==> config.mk <==
export PLATFORM = sky130hd
export DESIGN_NAME = cmd_frame_decoder
export DESIGN_NICKNAME = d
export VERILOG_FILES = /design/src/rtl/cmd_frame_decoder.sv
export SDC_FILE = /design/constraint.sdc
export NUM_CORES = 1
export LEC_CHECK = 0
export BUFFER_PORTS_ARGS = -buffer_cell sky130_fd_sc_hd__buf_2
export CORE_UTILIZATION = 25
export CTS_CLUSTER_DIAMETER = 30
export DETAILED_ROUTE_END_ITERATION = 8
export PLACE_DENSITY_LB_ADDON = 0.2
export REMOVE_ABC_BUFFERS = 1
export SLEW_MARGIN = 20
export SYNTH_ARGS = -nofsm -noshare
export SYNTH_HDL_FRONTEND = slang
export SYNTH_SLANG_ARGS = --single-unit
==> constraint.sdc <==
create_clock -name Clock -period 2.9 [get_ports Clock]
set_input_delay 0 -clock Clock [delete_from_list [all_inputs] [get_ports Clock]]
set_output_delay 0 -clock Clock [all_outputs]
set_load 0.005 [all_outputs]
==> src/rtl/cmd_frame_decoder.sv <==
// Byte-stream command decoder: 'W' addr 0x4h 0x4l writes a register, 'T' fires a trigger.
// Consumes bytes from an upstream holding register and enforces an inter-byte timeout.
module cmd_frame_decoder #(
    parameter int unsigned TIMEOUT_CYCLES = 100000
) (
    input  logic       Clock,
    input  logic       Reset,
    input  logic [7:0] CurrentData,
    input  logic       DataAvailable,
    output logic       ClearData,
    output logic [7:0] RegAddr,
    output logic [7:0] RegData,
    output logic       RegWrite,
    output logic       Trigger,
    output logic       FrameError,
    output logic       Busy
);

    localparam int unsigned CntWidth = (TIMEOUT_CYCLES > 1) ? $clog2(TIMEOUT_CYCLES) : 1;
    localparam logic [CntWidth-1:0] CntLast = CntWidth'(TIMEOUT_CYCLES - 1);

    typedef enum logic [1:0] {
        StIdle,
        StGetAddr,
        StGetDhi,
        StGetDlo
    } StateType;

    StateType            state;
    logic [CntWidth-1:0] timeoutCnt;
    logic [7:0]          pendAddr;
    logic [3:0]          dataHi;
    logic                accept;
    logic                nibbleOk;

    // While ClearData is high the upstream register still shows the byte just consumed.
    assign accept   = DataAvailable && !ClearData;
    assign nibbleOk = (CurrentData[7:4] == 4'h4);
    assign Busy     = (state != StIdle);

    always_ff @(posedge Clock) begin
        if (Reset) begin
            state      <= StIdle;
            timeoutCnt <= '0;
            pendAddr   <= 8'h00;
            dataHi     <= 4'h0;
            ClearData  <= 1'b0;
            RegAddr    <= 8'h00;
            RegData    <= 8'h00;
            RegWrite   <= 1'b0;
            Trigger    <= 1'b0;
            FrameError <= 1'b0;
        end else begin
            ClearData <= 1'b0;
            RegWrite  <= 1'b0;
            Trigger   <= 1'b0;
            if (accept) begin
                ClearData  <= 1'b1;
                timeoutCnt <= '0;
                unique case (state)
                    StIdle: begin
                        if (CurrentData == 8'h57) begin
                            state <= StGetAddr;
                        end else if (CurrentData == 8'h54) begin
                            Trigger <= 1'b1;
                        end else begin
                            FrameError <= 1'b1;
                        end
                    end
                    StGetAddr: begin
                        pendAddr <= CurrentData;
                        state    <= StGetDhi;
                    end
                    StGetDhi: begin
                        if (nibbleOk) begin
                            dataHi <= CurrentData[3:0];
                            state  <= StGetDlo;
                        end else begin
                            FrameError <= 1'b1;
                            state      <= StIdle;
                        end
                    end
                    StGetDlo: begin
                        if (nibbleOk) begin
                            RegAddr    <= pendAddr;
                            RegData    <= {dataHi, CurrentData[3:0]};
                            RegWrite   <= 1'b1;
                            FrameError <= 1'b0;
                        end else begin
                            FrameError <= 1'b1;
                        end
                        state <= StIdle;
                    end
                    default: state <= StIdle;
                endcase
            end else if (state != StIdle) begin
                // Expiry returns to idle and restarts the counter, so it never wraps.
                if (timeoutCnt == CntLast) begin
                    FrameError <= 1'b1;
                    state      <= StIdle;
                    timeoutCnt <= '0;
                end else begin
                    timeoutCnt <= timeoutCnt + CntWidth'(1);
                end
            end
        end
    end

endmodule

==> flow_summary.ini, run 1 <==
[synthesis]
synth_cell_types = 43
synthFlopType = dfxtp_1
synth_cells = 241
avgSynthCellArea_sq_um = 9.19
synth_edf_count = 0
async_reset_ff_share_pct = 0
seq_area_frac_synth_pct = 46.1
ys_seq_elements = 51
synth_warnings = 0
synthesis.area_sq_um = 2210

[setup_path]
worstReg2RegStart = state[1]
critical_path_buf_inv_count = 2
critPathCaptureType = flip-flop
r2r_cells = 4
r2r-end = RegData[1]
ff2ff_setup_slack_ps = 870
arrival_ps = 2420
worstPathRequired_ps = 3150
worstSetupPathType = in -> reg
critPathMaxStageDelay_ps = 890
crit_chain = dlygate4sd3_1 -> buf_2 -> or3b_1 -> nor4_4 -> nand2_1 -> a21oi_2
worstSetupStartpointType = input port
critPathSlowestCell = nor4_4
critPathMaxFanout = 17
crit_family = simple AND/OR/NAND/NOR gates

[cts]
cts.sinks = 51
clock_tree.buffer_depth = 2
post_cts_buffers = 0
clkTransAtPathRegs_ps = 100
numCtsBuffers = 5
cts_root_buf = clkbuf_8
h-tree-depth = 2
clock_latency_ps = 310
cts_tree = done

[cells_and_area]
seqCellArea_sq_um = 1020
num_antenna_cells = 0
syn2layout_area_growth_pct = 19.7
layout-drive-gt1-share_pct = 23.8
finalNetCount = 288
fillCellCount = 886
multiInputGateArea_sq_um = 1090

[timing]
finalHoldViolations = 0
rsz0062_at_grt = no
relSlewSlack_pct = 36.2
setup_tns_ps = 0
min_period_ps = 2170
finalClockSkew_ps = 16.1
worst_pin_slew_ps = 949
fmax_ghz = 0.460
slew_viol_final = 0
timing.final.crit_share_pct = 74.9
setup_violations = 0

[routing]
postRouteAntennaNets = 0
routedWlPerCell_um = 12.2
num_vias = 1741
drt_iter0_drc = 42
wl_met2_um = 2010
wirelength_met1_um = 2400
first_pass_iters = 4
dr.max_layer_used = met4
wl_met3_um = 192
wirelength_um = 4650
via_per_inst = 4.56
drcViolationCount = 0

[global_route]
grt_usage_pct = 11.0
grt_pass1_vias = 1626
gr-total-overflow = 0
grt_max_degree = 32
grt_pass1_wl_um = 7850
antenna_found_initial = 0

[die]
fp.dieH_um = 96.1
rows = 33
io_pins = 32
initial_core_util_pct = 26.4
design.core.area_sq_um = 8380
fp.dieW_um = 96.1
die-area_sq_um = 9240

[min_path]
min-delay-path-class = in -> reg
min_to = RegWrite
hold_path.startpoint = DataAvailable
holdPathStages = 4

[pwr]
p_leak_nw = 0.916
irDropWorstVdd_mv = 0.202
power.density_nw_per_um2 = 514
power_mw = 1.36

[run_status]
status = finished, final reports clean

[place]
port_buffers = 31
gp_congestion = 0.721
dpl.hpwl_um = 3220

[flow_run]
maxCapViolations = 0
[metrics by stage]
stage / utilization (%) / worst slack, ps / instances / area, sq um / hold slack (ps)
after global routing: 31.6 / 508 / 382 / 2650 / 154
after detailed placement: 29.0 / 833 / 366 / 2430 / 258
after floorplan: - / 1150 / 228 / 2130 / 62.4
final: 31.6 / 728 / 382 / 2650 / 112
after CTS: 31.6 / 699 / 382 / 2650 / 122
after global placement: 29.0 / 869 / 366 / 2430 / 256
[power breakdown]
part           total (mW)  leakage (nW)  switching, mW  internal (mW)
combinational      0.0527         0.435         0.0318         0.0209
clock               0.606        0.0703          0.256          0.350
sequential          0.703         0.411        0.00124          0.702
total                1.36         0.916          0.289           1.07
[synth_stat cells (2+ instances only)]
cell / count / area, sq um
nand2_1: 27 / 101
a21oi_2: 10 / 87.6
o31ai_1: 2 / 15.0
dfxtp_1: 51 / 1020
o2111a_1: 2 / 22.5
nor2_1: 31 / 116
inv_1: 4 / 15.0
nor3_1: 4 / 20.0
xnor2_1: 6 / 52.6
nor4_4: 2 / 42.5
nor4_1: 3 / 18.8
xor2_1: 6 / 52.6
o21ai_0: 6 / 30.0
nand4_1: 7 / 43.8
and3_1: 2 / 12.5
mux2i_1: 13 / 130
and4_1: 3 / 26.3
or3_1: 3 / 18.8
a21oi_1: 11 / 55.1
o2111ai_1: 2 / 17.5
clkbuf_1: 8 / 30.0
nand3_1: 6 / 30.0
nand2b_1: 3 / 18.8
buf_6: 2 / 22.5
nand2_2: 9 / 56.3
[logic make-up (layout without fill, tap and decap cells)]
kind of cell / count (synthesis) / after routing / synth area share, %
adder cells (fa/ha/maj): 1 / 1 / 0.565
XOR/XNOR: 12 / 12 / 4.75
multiplexers: 13 / 13 / 5.88
AO/OA/AOI/OAI: 38 / 38 / 12.0
buffers and inverters: 17 / 53 / 4.52
flip-flops: 51 / 51 / 46.1
AND/OR/NAND/NOR: 109 / 109 / 26.2
[worst register-to-register path, stage by stage (launching register included)]
cell	delay (ps)
dfxtp_1	530
nand2b_1	260
nor4_4	840
nand2_1	170
a21oi_2	170
[state kept, by name, summed over array words and instances, names as in the netlist]
name        cells
timeoutCnt     17
RegAddr         8
RegData         8
pendAddr        8
dataHi          4
state           2
ClearData       1
FrameError      1
RegWrite        1
Trigger         1
[cells in the final DEF, fill, tap and decap left out, drive strengths merged, types with 7 or more instances in the layout]
| cell type | n |
|---|---|
| a21oi | 21 |
| buf | 33 |
| dfxtp | 51 |
| dlygate4sd3 | 8 |
| mux2i | 13 |
| nand2 | 37 |
| nand4 | 7 |
| nor2 | 32 |
| o21ai | 7 |
[timing repair]
action	CTS	global route
gates resized for setup	0	0
hold endpoints to repair	12	0
hold buffers	8	0
[layer usage]
layer / vias up / global-route usage, %
met5: - / 0
met4: 0 / 3.36
met3: 7 / 2.37
met2: 33 / 17.6
met1: 796 / 14.8
li1: 905 / -
[how the worst max path moves through the flow]
stage / from / end / cells after the start
floorplan: timeoutCnt[0] / state[0] / 4
global placement: state[0] / RegData[1] / 4
detailed placement: state[0] / RegAddr[6] / 4
CTS: CurrentData[5] / RegData[1] / 6
global route: CurrentData[5] / RegData[1] / 6
finish: CurrentData[5] / RegData[1] / 6
[layout make-up]
type,instances,area share (%)
Clock buffer,5,2.60
Clock inverter,3,2.69
Inverter,4,0.566
Multi-Input combinational cell,173,41.2
Sequential cell,51,38.5
Tap cell,105,4.96
Timing Repair Buffer,41,9.44
Power figures use the tool's default switching activity.
==> run 2, diff against run 1 <==
ABC_AREA = 1   (was default)
clock period = 2.1 ns   (was 2.9 ns; I/O delays follow)
==> flow_summary.ini, run 2 <==
[run_status]
status = complete, but fails checks
violations = DRC

[routing]
first_pass_iters = 8
routedWlPerCell_um = 10.9
wirelength_um = 4980
via_per_inst = 4.30
postRouteAntennaNets = 0
drt_iter0_drc = 49
num_vias = 1975
drcViolationCount = 6

[cts]
numCtsBuffers = 5
clkTransAtPathRegs_ps = 90
h-tree-depth = 2
holdBufCountCts = 9
clock_tree.buffer_depth = 2
cts.sinks = 51
cts_tree = done
clock_latency_ps = 310
post_cts_buffers = 0
cts_resized = 0
cts_root_buf = clkbuf_8

[pwr]
p_leak_nw = 1.12
irDropWorstVdd_mv = 0.245
power.density_nw_per_um2 = 653

[cells_and_area]
regMostFlops = timeoutCnt
finalNetCount = 363
layout-drive-gt1-share_pct = 18.8
layout_common_cells = 52 x nand2_1, 51 x dfxtp_1, 40 x inv_1, 37 x nor2_1, 32 x a21oi_1
fin_cells = 459
num_antenna_cells = 0
fin_util_pct = 31.6
syn2layout_area_growth_pct = 20.9
largest_reg_flops = 17
layout_commonest_cell = nand2_1

[timing]
whs_ps = 92.6
setup_tns_ps = 0
setup_violations = 0
timing.final.crit_share_pct = 75.6
finalClockSkew_ps = 7.74
finalHoldViolations = 0
slew_viol_final = 0
fmax_ghz = 0.630
worst_pin_slew_ps = 537
fin_ws_ps = 512
min_period_ps = 1590
rsz0062_at_grt = no
relSlewSlack_pct = 64.1

[die]
fp.dieW_um = 98.0
io_pins = 32
die-area_sq_um = 9600
design.core.area_sq_um = 8810
rows = 34
fp.dieH_um = 98.0
initial_core_util_pct = 26.1

[setup_path]
worstPathRequired_ps = 2350
crit_family = simple AND/OR/NAND/NOR gates
crit_chain = ha_1 -> nand2_2 -> nor2_1 -> nand2_1 -> nor2_4 -> nand2_1 -> or2_0 -> a21oi_2
critical_path_buf_inv_count = 0
worstSetupPathType = reg -> reg
worstSetupStartpointType = flip-flop
arrival_ps = 1840
critPathSlowestCell = dfxtp_1
ff2ff_setup_slack_ps = 510
cp_common_cell = nand2_1
critPathMaxStageDelay_ps = 430
critPathMaxFanout = 5
critPathCaptureType = flip-flop

[global_route]
grt_pass1_wl_um = 8600
grt_pass1_vias = 1870
grt_max_degree = 27
antenna_found_initial = 0
gr-total-overflow = 0
grt_usage_pct = 11.2

[synthesis]
synth.top_cell.area_share_pct = 44.3
ys_seq_elements = 51
avgSynthCellArea_sq_um = 7.45
synth_warnings = 0
synthFlopType = dfxtp_1
synthesis.area_sq_um = 2300
synth_cells = 309
yosys-top-cells-area = dfxtp_1 44%, nand2_1 8.5%, a21oi_1 7.0%, inv_1 6.5%, nor2_1 6.0%
synth_cell_types = 33
yosysMostFrequentCell = nand2_1
seq_area_frac_synth_pct = 44.3
synth_top_area_cell = dfxtp_1
synth_edf_count = 0
async_reset_ff_share_pct = 0
synth_commonest_cells = 52 x nand2_1, 51 x dfxtp_1, 40 x inv_1

[place]
place_inst = 443
dpl.hpwl_um = 3750
port_buffers = 31
gp_congestion = 0.826
pre_cts_slack_ps = 517

[flow_run]
maxCapViolations = 0

[min_path]
min-delay-path-class = in -> reg
-- run 2: cell types whose count changed in the layout (fill, tap and decap cells not counted), moves of 4 or more --
| cell | change |
|---|---|
| inv_1 | +36 |
| nand2_1 | +25 |
| a21oi_1 | +21 |
| o21ai_0 | +19 |
| mux2i_1 | -13 |
| a21oi_2 | -8 |
| nand3_1 | +8 |
| nor2_1 | +6 |
| inv_2 | +4 |
| nand2_2 | -4 |
| xnor2_1 | -4 |
-- run 2: kinds of logic (layout without fill, tap and decap cells) --
kind of cell    Yosys count  count (layout)  synth area share [%]
compound gates           61              61                  13.7
fa+ha+maj                 1               1                 0.543
simple gates            137             137                  30.1
flops                    51              51                  44.3
buf+inv                  53              95                  9.08
xor+xnor                  6               6                  2.28
-- run 2: path summary, 6_finish.rpt --
kind	cells past startpoint	start	end
setup / recovery	8	timeoutCnt[0]	timeoutCnt[12]
hold / removal	3	DataAvailable	ClearData
setup reg to reg	8	timeoutCnt[0]	timeoutCnt[12]
hold reg to reg	2	RegData[2]	RegData[2]
-- run 2: cell type report --
cell class | instances | area (sq um)
clock buffers | 5 | 68.8
clock inverters | 2 | 37.5
fillers | 959 | 6020
inverters | 46 | 175
multi-input cells | 205 | 1070
flip-flops and latches | 51 | 1020
well taps | 108 | 135
repair buffers | 42 | 273
-- run 2: worst register-to-register path, delay by kind of cell (launching register included) --
kind / cells / cell delay [ps]
fa+ha+maj: 1 / 220
compound gates: 1 / 110
flops: 1 / 430
simple gates: 6 / 770
-- run 2: metal layers --
metal  global-route usage [%]  vias up  wire length [um]
li1                         -     1076                 -
met1                     13.9      859              2390
met2                     19.1       33              2320
met3                     3.01        7               218
met4                     3.03        0                49
met5                        0        -                 0
-- run 2: power by group --
part / switching, mW / internal (mW) / total (mW)
Clock: 0.325 / 0.349 / 0.674
Sequential: 0.0116 / 0.983 / 0.994
Combinational: 0.0949 / 0.0530 / 0.148
Total: 0.432 / 1.38 / 1.82
-- run 2: per-stage QoR --
stage	area (sq um)	total power, mW
3_3_place_gp	2590	1.15
4_1_cts	2780	1.86
6_report	2780	1.82
3_5_place_dp	2590	1.15
2_1_floorplan	2270	1.10
5_1_grt	2780	1.91
==> run 3, diff against run 2 <==
clock period = 1.4 ns   (was 2.1 ns; I/O delays follow)
==> flow_summary.ini, run 3 (synthesis results as in run 2) <==
[routing]
wl_met2_um = 2680
drt_iter0_drc = 44
drcViolationCount = 6
first_pass_iters = 6
dr.max_layer_used = met4
wirelength_um = 5550
wl_met3_um = 149
routedWlPerCell_um = 11.4
postRouteAntennaNets = 0
via_per_inst = 4.37
num_vias = 2119
wirelength_met1_um = 2630

[setup_path]
worstReg2RegStart = timeoutCnt[0]
critPathSlowestCell = dlygate4sd3_1
critPathMaxFanout = 8
arrival_ps = 1580
crit_family = buffers and inverters
worstPathRequired_ps = 1600
worstSetupPathType = in -> reg
r2r-end = timeoutCnt[12]
worstSetupStartpointType = input port
r2r_cells = 8
critPathCaptureType = flip-flop
crit_chain = dlygate4sd3_1 -> buf_2 -> inv_2 -> nand3_2 -> nor2_1 -> nand4_1 -> buf_4 -> clkbuf_16 -> o21ai_0 -> a21oi_1
critical_path_buf_inv_count = 5
ff2ff_setup_slack_ps = 60
critPathMaxStageDelay_ps = 540

[timing]
rsz0062_at_grt = yes
relSlewSlack_pct = 79.0
finalClockSkew_ps = 9.57
finalHoldViolations = 0
fin_ws_ps = 24.2
setup_violations = 0
slew_viol_final = 0
worst_pin_slew_ps = 315
min_period_ps = 1380
timing.final.crit_share_pct = 98.3
setup_tns_ps = 0
fmax_ghz = 0.727

[cells_and_area]
syn2layout_area_growth_pct = 36.2
largest_reg_flops = 17
layout_commonest_cell = nand2_1
regMostFlops = timeoutCnt
num_antenna_cells = 0
finalNetCount = 388
layout-drive-gt1-share_pct = 30.2
layout_common_cells = 50 x nand2_1, 43 x dfxtp_1, 37 x inv_1, 34 x nor2_1, 32 x a21oi_1

[global_route]
grt_pass1_vias = 2031
grt_pass1_wl_um = 9190
grt_max_degree = 33
antenna_found_initial = 0
grt_usage_pct = 11.9
gr-total-overflow = 0

[pwr]
irDropWorstVdd_mv = 0.407
power_mw = 2.86
power.density_nw_per_um2 = 912
p_leak_nw = 1.31

[run_status]
status = complete, but fails checks
violations = DRC

[cts]
cts_tree = done
clock_latency_ps = 310
clock_tree.buffer_depth = 2
clkTransAtPathRegs_ps = 100
numCtsBuffers = 5
cts_root_buf = clkbuf_8
cts.sinks = 51
h-tree-depth = 2

[min_path]
min_to = dataHi[3]
min-delay-path-class = in -> reg
holdPathStages = 3
hold_path.startpoint = Reset

[die]
initial_core_util_pct = 26.1
fp.dieW_um = 98.0
fp.dieH_um = 98.0
rows = 34
io_pins = 32
design.core.area_sq_um = 8810
die-area_sq_um = 9600

[place]
dpl.hpwl_um = 3800
port_buffers = 31
gp_congestion = 0.810
pre_cts_slack_ps = -53.1

[flow_run]
maxCapViolations = 0
## run 3: report_power, final
| part | internal (mW) | switching [mW] |
|---|---|---|
| logic | 0.117 | 0.160 |
| clock network | 0.589 | 0.508 |
| registers | 1.47 | 0.0148 |
## run 3: layer usage
layer | track usage, % | up-vias
met3 | 2.58 | 7
met1 | 13.5 | 959
li1 | - | 1121
met5 | 0 | -
met4 | 4.66 | 0
met2 | 21.8 | 32
## run 3: repair_timing
| item | in CTS | in global routing |
|---|---|---|
| hold buffers | 9 | 0 |
| setup buffers | 2 | 5 |
| setup endpoints to repair | 8 | 31 |
| pin swaps | 0 | 7 |
| cloned | 0 | 2 |
| gates resized for setup | 7 | 26 |
| endpoints found under the hold margin | 12 | 0 |
## run 3: worst max path at each step
stage,end,slack (ps),cells past startpoint,start
5_1_grt,RegAddr[3],-70,10,CurrentData[7]
3_5_place_dp,timeoutCnt[12],-50,8,timeoutCnt[1]
4_1_cts,timeoutCnt[11],3,7,timeoutCnt[4]
2_1_floorplan,RegAddr[0],-330,6,ClearData
3_3_place_gp,timeoutCnt[11],-9,9,state[1]
6_report,RegAddr[3],20,10,CurrentData[7]
## run 3: layout make-up
cell class                      count  area [sq um]
Tap cell                          108           135
Clock buffer                        6          82.6
Fill cell                         921          5670
Inverter                           46           175
Timing Repair Buffer               67           533
Sequential cell                    51          1040
Clock inverter                      2          38.8
Multi-Input combinational cell    205          1130
## run 3: through the flow
| step | util (%) | cells | instance area [sq um] | hold slack [ps] |
|---|---|---|---|---|
| final | 35.6 | 485 | 3140 | 30.8 |
| after global routing | 35.6 | 485 | 3140 | 38.6 |
| after CTS | 34.0 | 478 | 3000 | 17.3 |
| after detailed placement | 31.0 | 459 | 2730 | 285 |
| after global placement | 31.0 | 459 | 2730 | 286 |
| after floorplan | - | 302 | 2270 | 69.1 |
## run 3: worst register-to-register path, cell delays in order (launching register included)
cell,delay (ps)
dfxtp_4,380
ha_4,150
nand2_4,70
nor2_4,130
nand2_2,80
nor2_4,100
nand2_2,50
or2_0,210
a21oi_2,110
